File: src/rtl/platform_scheduler.sv
// platform_scheduler
//
// Owns the 8-entry platform position table. After each frame start it walks the
// table one slot per clock: it adds the latched scroll amount to each Y, and it
// wraps any platform that falls off the bottom of the screen back to the top.
// A wrapped platform gets a new X position taken from a free-running LFSR.
// Entering the menu state (state == 0) reloads the start-of-game layout.
//
// Ports
//   Clk             system clock
//   Reset           synchronous, active-high reset
//   frame_clk_edge  frame-clock edge code; 2'b01 marks a frame start
//   state           game state: 0 = menu/init, 1 = play, other values = frozen
//   scroll          downward scroll in pixels, latched on an accepted frame start
//   platform_size   platform width in pixels; bounds the respawn X range
//   Platform_X_out  per-slot platform left X
//   Platform_Y_out  per-slot platform top Y
//   busy            high while a table init or a scan is in progress (registered)
//   frame_done      one-cycle pulse after a scan completes
//   overrun         sticky; a frame start arrived while busy and was dropped
//   respawn_count   saturating count of platform wraps

module platform_scheduler (
    input  logic        Clk,
    input  logic        Reset,
    input  logic [1:0]  frame_clk_edge,
    input  logic [7:0]  state,
    input  logic [3:0]  scroll,
    input  logic [7:0]  platform_size,
    output logic [9:0]  Platform_X_out [0:7],
    output logic [9:0]  Platform_Y_out [0:7],
    output logic        busy,
    output logic        frame_done,
    output logic        overrun,
    output logic [15:0] respawn_count
);

    localparam logic [10:0] ScreenH   = 11'd240;
    localparam logic [10:0] XMin      = 11'd70;
    localparam logic [10:0] XSpan     = 11'd180;  // X_max - X_min + 1
    localparam logic [15:0] LfsrSeed  = 16'hACE1;
    localparam logic [15:0] LfsrMask  = 16'hB400;

    typedef enum logic [1:0] {StIdle, StInit, StScan, StDone} fsm_e;

    fsm_e        fsm_q, fsm_d;
    logic [2:0]  i_q, i_d;
    logic [15:0] lfsr_q, lfsr_d;
    logic [7:0]  prev_state_q;
    logic        init_pend_q, init_pend_d;
    logic [3:0]  scroll_q;
    logic [9:0]  x_q [0:7];
    logic [9:0]  y_q [0:7];

    logic        frame_start;
    logic        init_edge;
    logic        go_init;
    logic        go_scan;

    logic [10:0]        y_sum;
    logic               wrap;
    logic [9:0]         y_new;
    logic signed [10:0] range_s;
    logic [10:0]        range_u;
    logic [10:0]        off_v0, off_v1, off_v2, off;
    logic [9:0]         x_new;

    function automatic logic [9:0] def_x(input logic [2:0] idx);
        logic [9:0] v;
        case (idx)
            3'd0:    v = 10'd140;
            3'd1:    v = 10'd180;
            3'd2:    v = 10'd220;
            3'd3:    v = 10'd160;
            3'd4:    v = 10'd70;
            3'd5:    v = 10'd140;
            3'd6:    v = 10'd80;
            default: v = 10'd120;
        endcase
        return v;
    endfunction

    assign Platform_X_out = x_q;
    assign Platform_Y_out = y_q;

    // Galois LFSR, shift right; runs every clock regardless of FSM state.
    always_comb begin
        lfsr_d = {1'b0, lfsr_q[15:1]} ^ (lfsr_q[0] ? LfsrMask : 16'h0000);
    end

    // Per-slot scroll/wrap/respawn datapath for the slot selected by i_q.
    always_comb begin
        y_sum   = {1'b0, y_q[i_q]} + {7'd0, scroll_q};
        wrap    = y_sum > (ScreenH - 11'd1);
        y_new   = wrap ? 10'(y_sum - ScreenH) : y_sum[9:0];
        range_s = $signed(XSpan) - $signed({3'b000, platform_size});
        range_u = range_s;
        // Bounded modulo: two conditional subtractions, then clamp to range-1.
        off_v0  = {3'b000, lfsr_q[7:0]};
        off_v1  = (off_v0 >= range_u) ? off_v0 - range_u : off_v0;
        off_v2  = (off_v1 >= range_u) ? off_v1 - range_u : off_v1;
        if (range_s <= 11'sd0) begin
            off = 11'd0;
        end else if (off_v2 >= range_u) begin
            off = range_u - 11'd1;
        end else begin
            off = off_v2;
        end
        x_new = 10'(XMin + off);
    end

    always_comb begin
        frame_start = frame_clk_edge == 2'b01;
        init_edge   = (state == 8'd0) && (prev_state_q != 8'd0);
        fsm_d       = fsm_q;
        i_d         = i_q;
        go_init     = 1'b0;
        go_scan     = 1'b0;
        unique case (fsm_q)
            StIdle: begin
                if (init_edge || init_pend_q) begin
                    fsm_d   = StInit;
                    i_d     = 3'd0;
                    go_init = 1'b1;
                end else if (frame_start && state == 8'd1) begin
                    fsm_d   = StScan;
                    i_d     = 3'd0;
                    go_scan = 1'b1;
                end
            end
            StInit: begin
                i_d = i_q + 3'd1;
                if (i_q == 3'd7) fsm_d = StIdle;
            end
            StScan: begin
                i_d = i_q + 3'd1;
                if (i_q == 3'd7) fsm_d = StDone;
            end
            StDone: begin
                fsm_d = StIdle;
            end
            default: begin
                fsm_d = StIdle;
            end
        endcase
        // A menu entry seen while busy is remembered until IDLE can act on it.
        init_pend_d = (init_pend_q || init_edge) && !go_init;
    end

    always_ff @(posedge Clk) begin
        if (Reset) begin
            fsm_q         <= StIdle;
            i_q           <= 3'd0;
            lfsr_q        <= LfsrSeed;
            prev_state_q  <= 8'hFF;
            init_pend_q   <= 1'b0;
            scroll_q      <= 4'd0;
            busy          <= 1'b0;
            frame_done    <= 1'b0;
            overrun       <= 1'b0;
            respawn_count <= 16'd0;
            for (int k = 0; k < 8; k++) begin
                x_q[k] <= 10'd0;
                y_q[k] <= 10'd0;
            end
        end else begin
            fsm_q        <= fsm_d;
            i_q          <= i_d;
            lfsr_q       <= lfsr_d;
            prev_state_q <= state;
            init_pend_q  <= init_pend_d;
            busy         <= (fsm_q == StInit) || (fsm_q == StScan);
            frame_done   <= fsm_q == StDone;

            if (go_scan) scroll_q <= scroll;

            if (go_init) begin
                overrun <= 1'b0;
            end else if (frame_start && fsm_q != StIdle) begin
                overrun <= 1'b1;
            end

            if (fsm_q == StInit) begin
                x_q[i_q] <= def_x(i_q);
                y_q[i_q] <= {7'd0, i_q} * 10'd30;
            end

            if (fsm_q == StScan) begin
                y_q[i_q] <= y_new;
                if (wrap) begin
                    x_q[i_q] <= x_new;
                    if (respawn_count != 16'hFFFF) respawn_count <= respawn_count + 16'd1;
                end
            end
        end
    end

endmodule

File: config.mk
export PLATFORM = sky130hd
export DESIGN_NAME = platform_scheduler
export DESIGN_NICKNAME = d
export VERILOG_FILES = /design/src/rtl/platform_scheduler.sv
export SDC_FILE = /design/constraint.sdc
export NUM_CORES = 1
export LEC_CHECK = 0
export BUFFER_PORTS_ARGS = -buffer_cell sky130_fd_sc_hd__buf_2
export CAP_MARGIN = 25
export CORE_MARGIN = 2
export CORE_UTILIZATION = 36
export DETAILED_ROUTE_END_ITERATION = 16
export GPL_ROUTABILITY_DRIVEN = 0
export PLACE_DENSITY = 0.53
export SYNTH_ARGS = -nofsm -noshare
export SYNTH_HDL_FRONTEND = slang
export SYNTH_SLANG_ARGS = --single-unit
export TNS_END_PERCENT = 100
File: constraint.sdc
create_clock -name Clk -period 11.13 [get_ports Clk]
set_clock_uncertainty 0.2 [all_clocks]
set_input_delay 2.226 -clock Clk [delete_from_list [all_inputs] [get_ports Clk]]
set_output_delay 2.226 -clock Clk [all_outputs]
set_load 0.02 [all_outputs]
After elaboration in Yosys (flattened, before gate mapping)
Index checks and enable logic that the tools add are counted.
Widths: inputs -> output; s select.

word-level totals
  bits in registers = 213
  bits in latches = 0
  RAM bits = 0
  bits in read-only memories = 0
  logic and storage cells = 119
  memories = 0

operators by class
  $add $sub $neg = 9
  multiply operators = 1
  divide/modulo/power cells = 0
  magnitude comparators = 7
  equal/unequal tests = 16
  shifts and indexed selects = 0
  muxes and demuxes = 38
  bitwise operators = 2
  reduce and logical (&&, ||, !) cells = 20

operators by type and width
  kind                   number
  $mux 80                7
  $bwmux 80              4
  $mux 10                8
  $pmux 8 s6             1
  $bmux 10 s3            1
  $demux 10 s3           1
  $ge 11x11->1           2
  $mux 11                2
  $add 16x1->16 const B  1
  $mux 16                1
  $ne 16x16->1 const B   1
  $xor 15x16->16         1
  $eq 3x3->1 const B     4
  $add 10x4->11          1
  $ge 8x11->1            1
  $gt 11x8->1 const B    1
  $sub 11x11->11         1
  $add 7x10->10 const A  1
  $sub 10x8->10 const B  1
  $sub 9x2->10 const B   1
  $sub 9x9->10           1
  $le 9x1->1 const B     1
  $sub 8x8->9 const A    1
  $eq 8x1->1 const B     1
  other kinds (27)       48

Longest topological paths before layout
Gate-level depths: netlist (run 1).

  depth after elaboration = 12
  mapped depth = 41
  mapped depth without buffers = 39

Worst setup path after synthesis (run 1)
OpenSTA, ideal clock, no wires.

  path type = input port to flip-flop
  start point = input port platform_size[0]
  end point = register x_q, in the netlist Platform_X_out[49]
  arrival = 10.660 ns
  data required time = 10.851 ns
  slack = 0.191 ns
  cell stages on the path = 39
  path through = inv_1 ha_1 xnor2_1 ha_1 o21a_1 o31a_1 o31a_1 a2111oi_4 o21a_4 buf_8 mux2i_1 ha_1 nor2b_1 o21a_1 o21a_1 o31a_1 o31ai_1 o211ai_2 [... 3 more ...] nand2b_1 a21o_1 a21o_1 a21oi_1 o31a_1 a21oi_2 o221a_4 nor2_2 nand2_1 a21oi_1 inv_1 ha_1 nor2_1 and3_1 a311oi_2 buf_6 or4_1 o211ai_1

on the way
  longest elaborated chain between the ends = 12
  elaborated cells on any way between the ends = 16
  classes of those cells = add/sub (5); order compare (4); mux (7)

RTL lines
  element                                                RTL line  text
  start, declared                                        29        input logic [7:0] platform_size,
  $sub 8x8->9 (*)                                        96        range_s = $signed(XSpan) - $signed({3'b000, platform_size});
  $sub 9x9->10 / $ge 8x11->1 (equally long branches)     100       off_v1 = (off_v0 >= range_u) ? off_v0 - range_u : off_v0;
  $mux 11                                                100
  $sub 11x11->11 / $ge 11x11->1 (equally long branches)  101       off_v2 = (off_v1 >= range_u) ? off_v1 - range_u : off_v1;
  $mux 11                                                101
  $ge 11x11->1                                           104       end else if (off_v2 >= range_u) begin
  $mux 10                                                104
  $mux 10 (*)                                            102       if (range_s <= 11'sd0) begin
  $add 7x10->10 (*)                                      109       x_new = 10'(XMin + off);
  $bwmux 80 (*)                                          191       x_q[i_q] <= x_new;
  $mux 80 (*)                                            190       if (wrap) begin
  $mux 80 (*)                                            188       if (fsm_q == StScan) begin
  end signal, assigned by index                          184       x_q[i_q] <= def_x(i_q);
  end signal, assigned by index                          191
  end, declared                                          52        logic [9:0] x_q [0:7];

Every way passes the cells marked *; elsewhere a longest branch is shown, timed or not.
A chain may end at the register's enable or synchronous reset.

Worst setup path after layout (run 1)
  start point = input port platform_size[0]
  end point = register x_q, in the netlist Platform_X_out[27]

Same word-level chain as after synthesis.

==> qor.csv, run 1 <==
stage,metric,value,unit
final_layout,Antenna diodes,0,
synthesis,"Seq/Total Area, Yosys",32.3,%
synthesis,synth unique cells,96,
cts,CTS tree,yes,
sta,RSZ-0062 raised after global routing,false,
final_layout,most frequent cells in the layout,"nor2_1, dfxtp_1, buf_2",
final_layout,fillers,3679,
place,dpl ws,0.0514,ns
worst_setup_path,Most common cell on crit path,ha_1,
place,post-detail-place hpwl,33600,um
synthesis,top_reg_cell synth,dfxtp_1,
status,outcome,finished clean,
floorplanning,core area,36300,um2
synthesis,Post-synth EDFFs,0,
synthesis,post-synthesis async set-or-reset flop share,0,%
cts,clock buffer depth,3,
worst_setup_path,critical path peak fanout,15,
final_layout,area growth from synthesis to layout,17.8,%
power_and_ir_drop,Psw,1.01,mW
synthesis,synthesized net count,1702,
global_route,All-Layer GR Usage,24.4,%
worst_setup_path,Crit path largest cell delay,0.48,ns
sta,Final Critical Period,10.45,ns
cts,clock latency on the worst-skew pair,0.55,ns
sta,setup violators final,0,
sta,slew margin rel.,26.2,%
cts,TritonCTS buffer count,27,
detailed_routing,First DRT Iteration DRCs,934,
detailed_routing,WL/cell,21.1,um
worst_setup_path,CP max stage cell,or4_1,
sta,Final period util,93.9,%
power_and_ir_drop,Clk pwr share,34.9,%
global_route,total grt overflow,0,
sta,Final WS setup,0.678,ns
synthesis,Seq cells post-synth,213,
power_and_ir_drop,Seq pwr share,30.0,%
final_layout,FF+latch area,4270,um2
sta,Final Max Slew Viols,0,
power_and_ir_drop,Combinational Power Share,35.1,%
worst_setup_path,Setup crit start kind,primary input,
sta,Setup TNS,0,ns
detailed_routing,DRC Markers,0,
floorplanning,Initial Util,36.3,%
floorplanning,Ports,203,
global_route,vias in the first global route,12200,
global_route,largest net degree at the start of global routing,135,
final_layout,Multi-input gate area,8390,um2
floorplanning,area of the die,38200,um2
job,max cap viols,0,
worst_setup_path,Top Family by Delay on Critical Path,compound AO/OA/AOI/OAI gates,
worst_setup_path,crit path kind,primary input to flop,
final_layout,share of cells above drive strength 1,21.5,%
power_and_ir_drop,Switching Share,37.4,%
worst_setup_path,Critical Path RT,11.38,ns
sta,Least-Margin Pin Slew,1.10,ns
global_route,first-pass GRT wire length,73200,um
synthesis,Post-Syn Instances,1617,
detailed_routing,Vias/cell,5.66,
detailed_routing,routed via count,12800,
place,# port buffers,202,
detailed_routing,DRT Pass-1 Iters,5,
worst_setup_path,Critical Path AT,10.70,ns
min_path,HP Class,flop to flop,
floorplanning,Die H,196,um
final_layout,"most common cell after layout, fill and taps aside",nor2_1,
power_and_ir_drop,PwrDens,173,nW/um2
detailed_routing,DRT antenna net count,0,
final_layout,nets@finish,1853,
power_and_ir_drop,Max IR drop VDD,97.3,uV
floorplanning,die width,196,um
sta,endpoints failing hold,0,
cts,htree depth,1,
worst_setup_path,CP Capture Type,flop,
power_and_ir_drop,leakage,6.39,nW
detailed_routing,Total Wirelength,47700,um
cts,clk root buf,clkbuf_16,
global_route,initial antenna violation count,0,
worst_setup_path,Worst Path Buf+Inv,5,
synthesis,area of the mapped netlist,13200,um2
cts,CTS Sinks,213,
cts,Clock transition at path regs,0.06,ns
power_and_ir_drop,P_int,1.68,mW
synthesis,Yosys warning count,0,
floorplanning,# rows,70,
sta,max frequency,95.7,MHz
synthesis,synthesized area per cell,8.17,um2
==> metal layers <==
layer	vias up	global-route usage (%)	wire length, um
li1	6160	-	-
met1	6093	33.0	21500
met2	439	38.8	21200
met3	84	5.41	3560
met4	0	7.58	1430
met5	-	0	0
==> layout make-up <==
| class | instances | area share (%) |
|---|---|---|
| multi-input cells | 1261 | 54.0 |
| flip-flops and latches | 213 | 27.4 |
| repair buffers | 232 | 7.95 |
| clock buffers | 41 | 5.32 |
| well taps | 468 | 3.76 |
| inverters | 33 | 0.796 |
| clock inverters | 8 | 0.788 |
==> stage by stage <==
step	power [mW]	hold WS, ns	cell area, um2	util [%]	cells
after floorplan	1.48	0.189	13200	-	1617
after global placement	1.73	0.197	14600	40.1	2204
after detailed placement	1.74	0.206	14600	40.1	2206
after CTS	2.68	0.222	15500	42.7	2255
after global routing	2.82	0.230	15600	42.8	2256
final	2.68	0.212	15600	42.8	2256
==> logic make-up (layout without fill, tap and decap cells) <==
| kind of cell | Yosys count | after routing | synth area share [%] |
|---|---|---|---|
| fa+ha+maj | 61 | 61 | 6.12 |
| flops | 213 | 213 | 32.3 |
| mux | 63 | 63 | 6.90 |
| buf+inv | 143 | 314 | 4.35 |
| compound gates | 432 | 432 | 23.3 |
| xor+xnor | 56 | 56 | 4.19 |
| simple gates | 649 | 649 | 22.8 |
==> Yosys cell counts, drive strengths merged (10+ instances only) <==
cell type    n  area (um2)
nor2       299        1130
dfxtp      213        4260
a21oi      129         668
nand2      126         478
clkbuf      94         354
a211oi      70         526
ha          55         688
o21ai       49         253
nor3        44         225
inv         32         120
xnor2       30         278
a2111oi     29         273
nor2b       29         184
a22oi       24         180
mux2        24         270
or2         24         150
xor2        24         229
and3        22         143
and2        21         131
mux4        20         450
nand3       20         100
mux2i       19         190
buf         16        96.3
o22a        16         140
o21a        14         121
or4         14         105
a21o        13        97.6
nand4       12        75.1
o22ai       12        88.8
nand2b      10        62.6
==> power groups by stage <==
stage	clock network [mW]	registers, mW	logic [mW]
after floorplan	0	0.830	0.654
after global placement	0	0.822	0.909
after detailed placement	0	0.822	0.918
after CTS	0.951	0.806	0.922
after global routing	0.987	0.809	1.03
final	0.936	0.806	0.942
==> flip-flops by register name, indices dropped and copies added, names as in the netlist <==
name,count
Platform_X_out,80
Platform_Y_out,80
busy,1
frame_done,1
fsm_q,2
i_q,3
init_pend_q,1
lfsr_q,16
overrun,1
prev_state_q,8
respawn_count,16
scroll_q,4
==> path summary, 6_finish.rpt <==
path / from / to / slack, ns / cells after the start
setup reg to reg: lfsr_q[1]$_SDFF_PP0_ / Platform_X_out[27]$_SDFF_PP0_ / 2.67 / 34
hold / removal: lfsr_q[8]$_SDFF_PP0_ / lfsr_q[7]$_SDFF_PP1_ / 0.21 / 1
setup / recovery: platform_size[0] / Platform_X_out[27]$_SDFF_PP0_ / 0.68 / 38
hold reg to reg: lfsr_q[8]$_SDFF_PP0_ / lfsr_q[7]$_SDFF_PP1_ / 0.21 / 1
==> repair_timing <==
| item | in CTS | in global routing |
|---|---|---|
| setup buffers | 0 | 1 |
| gates resized for setup | 0 | 2 |
| hold buffers | 0 | 0 |
| endpoints found under the setup margin | 0 | 16 |
(Power assumes the default switching activity.)
==> inputs of run 2 (changes only) <==
clock period = 8.8 ns   (was 11.13 ns; I/O delays follow)
==> qor.csv, run 2 (same netlist as run 1, synthesis figures left out) <==
stage,metric,value,unit
sta,Final Critical Period,8.72,ns
final_layout,Layout Utilization,46.3,%
cts,htree depth,1,
final_layout,"most common cell after layout, fill and taps aside",nor2_1,
sta,Least-Margin Pin Slew,1.06,ns
worst_setup_path,r2r endpoint,Platform_X_out[37]$_SDFF_PP0_,
worst_setup_path,CP Capture Type,flop,
floorplanning,Die H,196,um
final_layout,most frequent cells in the layout,"nor2_1, dfxtp_1, buf_2",
global_route,vias in the first global route,12600,
power_and_ir_drop,Max IR drop VDD,164,uV
place,Inst Count DP,2308,
place,dpl ws,-0.563,ns
sta,Final Max Slew Viols,0,
cts,TritonCTS buffer count,27,
final_layout,nets@finish,1968,
cts,clk root buf,clkbuf_16,
global_route,first-pass GRT wire length,76300,um
power_and_ir_drop,leakage,7.07,nW
power_and_ir_drop,P_int,2.34,mW
status,outcome,finished clean,
cts,Clock transition at path regs,0.06,ns
cts,CTS tree,yes,
power_and_ir_drop,Switching Share,37.4,%
final_layout,share of cells above drive strength 1,28.9,%
sta,Final period util,99.1,%
detailed_routing,DRT Pass-1 Iters,5,
sta,slew margin rel.,29.1,%
global_route,total grt overflow,0,
worst_setup_path,Critical Path RT,9.03,ns
power_and_ir_drop,PwrDens,222,nW/um2
place,post-detail-place hpwl,35200,um
worst_setup_path,CP max stage cell,a311oi_4,
detailed_routing,WL/cell,21.0,um
global_route,All-Layer GR Usage,25.3,%
detailed_routing,routed via count,13300,
detailed_routing,DRT antenna net count,0,
final_layout,Non-Filler Instances,2371,
job,max cap viols,0,
floorplanning,die width,196,um
power_and_ir_drop,Clk pwr share,30.2,%
worst_setup_path,Crit path largest cell delay,0.49,ns
global_route,initial antenna violation count,0,
final_layout,fillers,3597,
detailed_routing,Vias/cell,5.60,
worst_setup_path,Critical path origin,platform_size[0],
detailed_routing,Total Wirelength,49800,um
floorplanning,area of the die,38200,um2
cts,clock buffer depth,3,
floorplanning,# rows,70,
worst_setup_path,worst flop-to-flop path startpoint,lfsr_q[0]$_SDFF_PP1_,
worst_setup_path,cells on worst reg2reg path,38,
cts,cts hold-fix bufs,0,
global_route,largest net degree at the start of global routing,86,
sta,endpoints failing hold,0,
sta,max frequency,115,MHz
floorplanning,Initial Util,36.3,%
detailed_routing,DRC Markers,0,
detailed_routing,First DRT Iteration DRCs,940,
worst_setup_path,Most common cell on crit path,ha_4,
floorplanning,Ports,203,
final_layout,area growth from synthesis to layout,27.5,%
sta,setup violators final,0,
sta,RSZ-0062 raised after global routing,true,
power_and_ir_drop,Combinational Power Share,42.4,%
worst_setup_path,crit path kind,primary input to flop,
cts,CTS Sinks,213,
worst_setup_path,Critical Path End,Platform_X_out[37]$_SDFF_PP0_,
worst_setup_path,Reg2Reg Setup Slack,1.19,ns
place,# port buffers,202,
worst_setup_path,Setup crit start kind,primary input,
floorplanning,core area,36300,um2
final_layout,Antenna diodes,0,
worst_setup_path,critical path peak fanout,5,
min_path,HP Class,flop to flop,
power_and_ir_drop,Psw,1.40,mW
power_and_ir_drop,Seq pwr share,27.4,%
sta,Final WS setup,0.0789,ns
cts,clock latency on the worst-skew pair,0.56,ns
worst_setup_path,Critical Path AT,8.95,ns
## run 2: changes by cell type in the layout (fill, tap and decap cells not counted), moves of 8 or more
cell / delta
clkbuf_8: -8
buf_4: +107
mux2_4: +10
mux2_2: -10
ha_1: -9
clkinv_2: +8
## run 2: cell type report
| type | instances | area, um2 | area share, % |
|---|---|---|---|
| multi-input cells | 1261 | 8750 | 52.0 |
| flip-flops and latches | 213 | 4270 | 25.3 |
| repair buffers | 347 | 2210 | 13.1 |
| clock buffers | 32 | 714 | 4.24 |
| well taps | 468 | 586 | 3.48 |
| clock inverters | 17 | 170 | 1.01 |
| inverters | 33 | 146 | 0.869 |
## run 2: worst min path at each step
stage                          startpoint                     to  slack, ns  cells past startpoint
CTS                  lfsr_q[8]$_SDFF_PP0_   lfsr_q[7]$_SDFF_PP1_       0.22                      1
detailed placement  lfsr_q[12]$_SDFF_PP0_  lfsr_q[11]$_SDFF_PP1_       0.21                      1
global route         lfsr_q[8]$_SDFF_PP0_   lfsr_q[7]$_SDFF_PP1_       0.23                      1
floorplan           lfsr_q[12]$_SDFF_PP0_  lfsr_q[11]$_SDFF_PP1_       0.19                      1
global placement    lfsr_q[12]$_SDFF_PP0_  lfsr_q[11]$_SDFF_PP1_       0.20                      1
finish               lfsr_q[8]$_SDFF_PP0_   lfsr_q[7]$_SDFF_PP1_       0.22                      1
## run 2: critical path, delay by kind of cell
| family | cells | cell delay, ns |
|---|---|---|
| compound gates | 18 | 4.03 |
| fa+ha+maj | 5 | 1.07 |
| simple gates | 9 | 0.95 |
| mux | 2 | 0.59 |
| buf+inv | 5 | 0.53 |
## run 2: power groups by stage
stage | Combinational [mW] | Sequential, mW | Clock [mW]
2_1_floorplan | 0.886 | 1.05 | 0
3_5_place_dp | 1.43 | 1.05 | 0
4_1_cts | 1.44 | 1.02 | 1.15
3_3_place_gp | 1.41 | 1.04 | 0
5_1_grt | 1.71 | 1.03 | 1.19
6_report | 1.59 | 1.02 | 1.13
## run 2: per-layer routing
metal / routed length (um) / vias up / global-route usage (%) / part of all wire, %
met3: 3510 / 65 / 4.94 / 7.0
met4: 1040 / 0 / 6.50 / 2.1
met2: 22500 / 421 / 40.4 / 45
met1: 22700 / 6406 / 34.9 / 46
met5: 0 / - / 0 / 0
li1: - / 6380 / - / -
## run 2: metrics by stage
stage / area (um2) / setup TNS (ns) / total power [mW] / hold slack [ns]
after global placement: 15600 / -11.25 / 2.46 / 0.200
after floorplan: 13400 / -9.63 / 1.94 / 0.189
after CTS: 16500 / 0 / 3.61 / 0.221
final: 16800 / 0 / 3.74 / 0.218
after global routing: 16800 / -2.20 / 3.93 / 0.235
after detailed placement: 15600 / -17.51 / 2.48 / 0.207
## run 2: timing repair
item,4_1_cts,5_1_grt
resized for setup,0,52
setup buffers,0,10
hold endpoints to repair,0,0
endpoints found under the setup margin,0,39
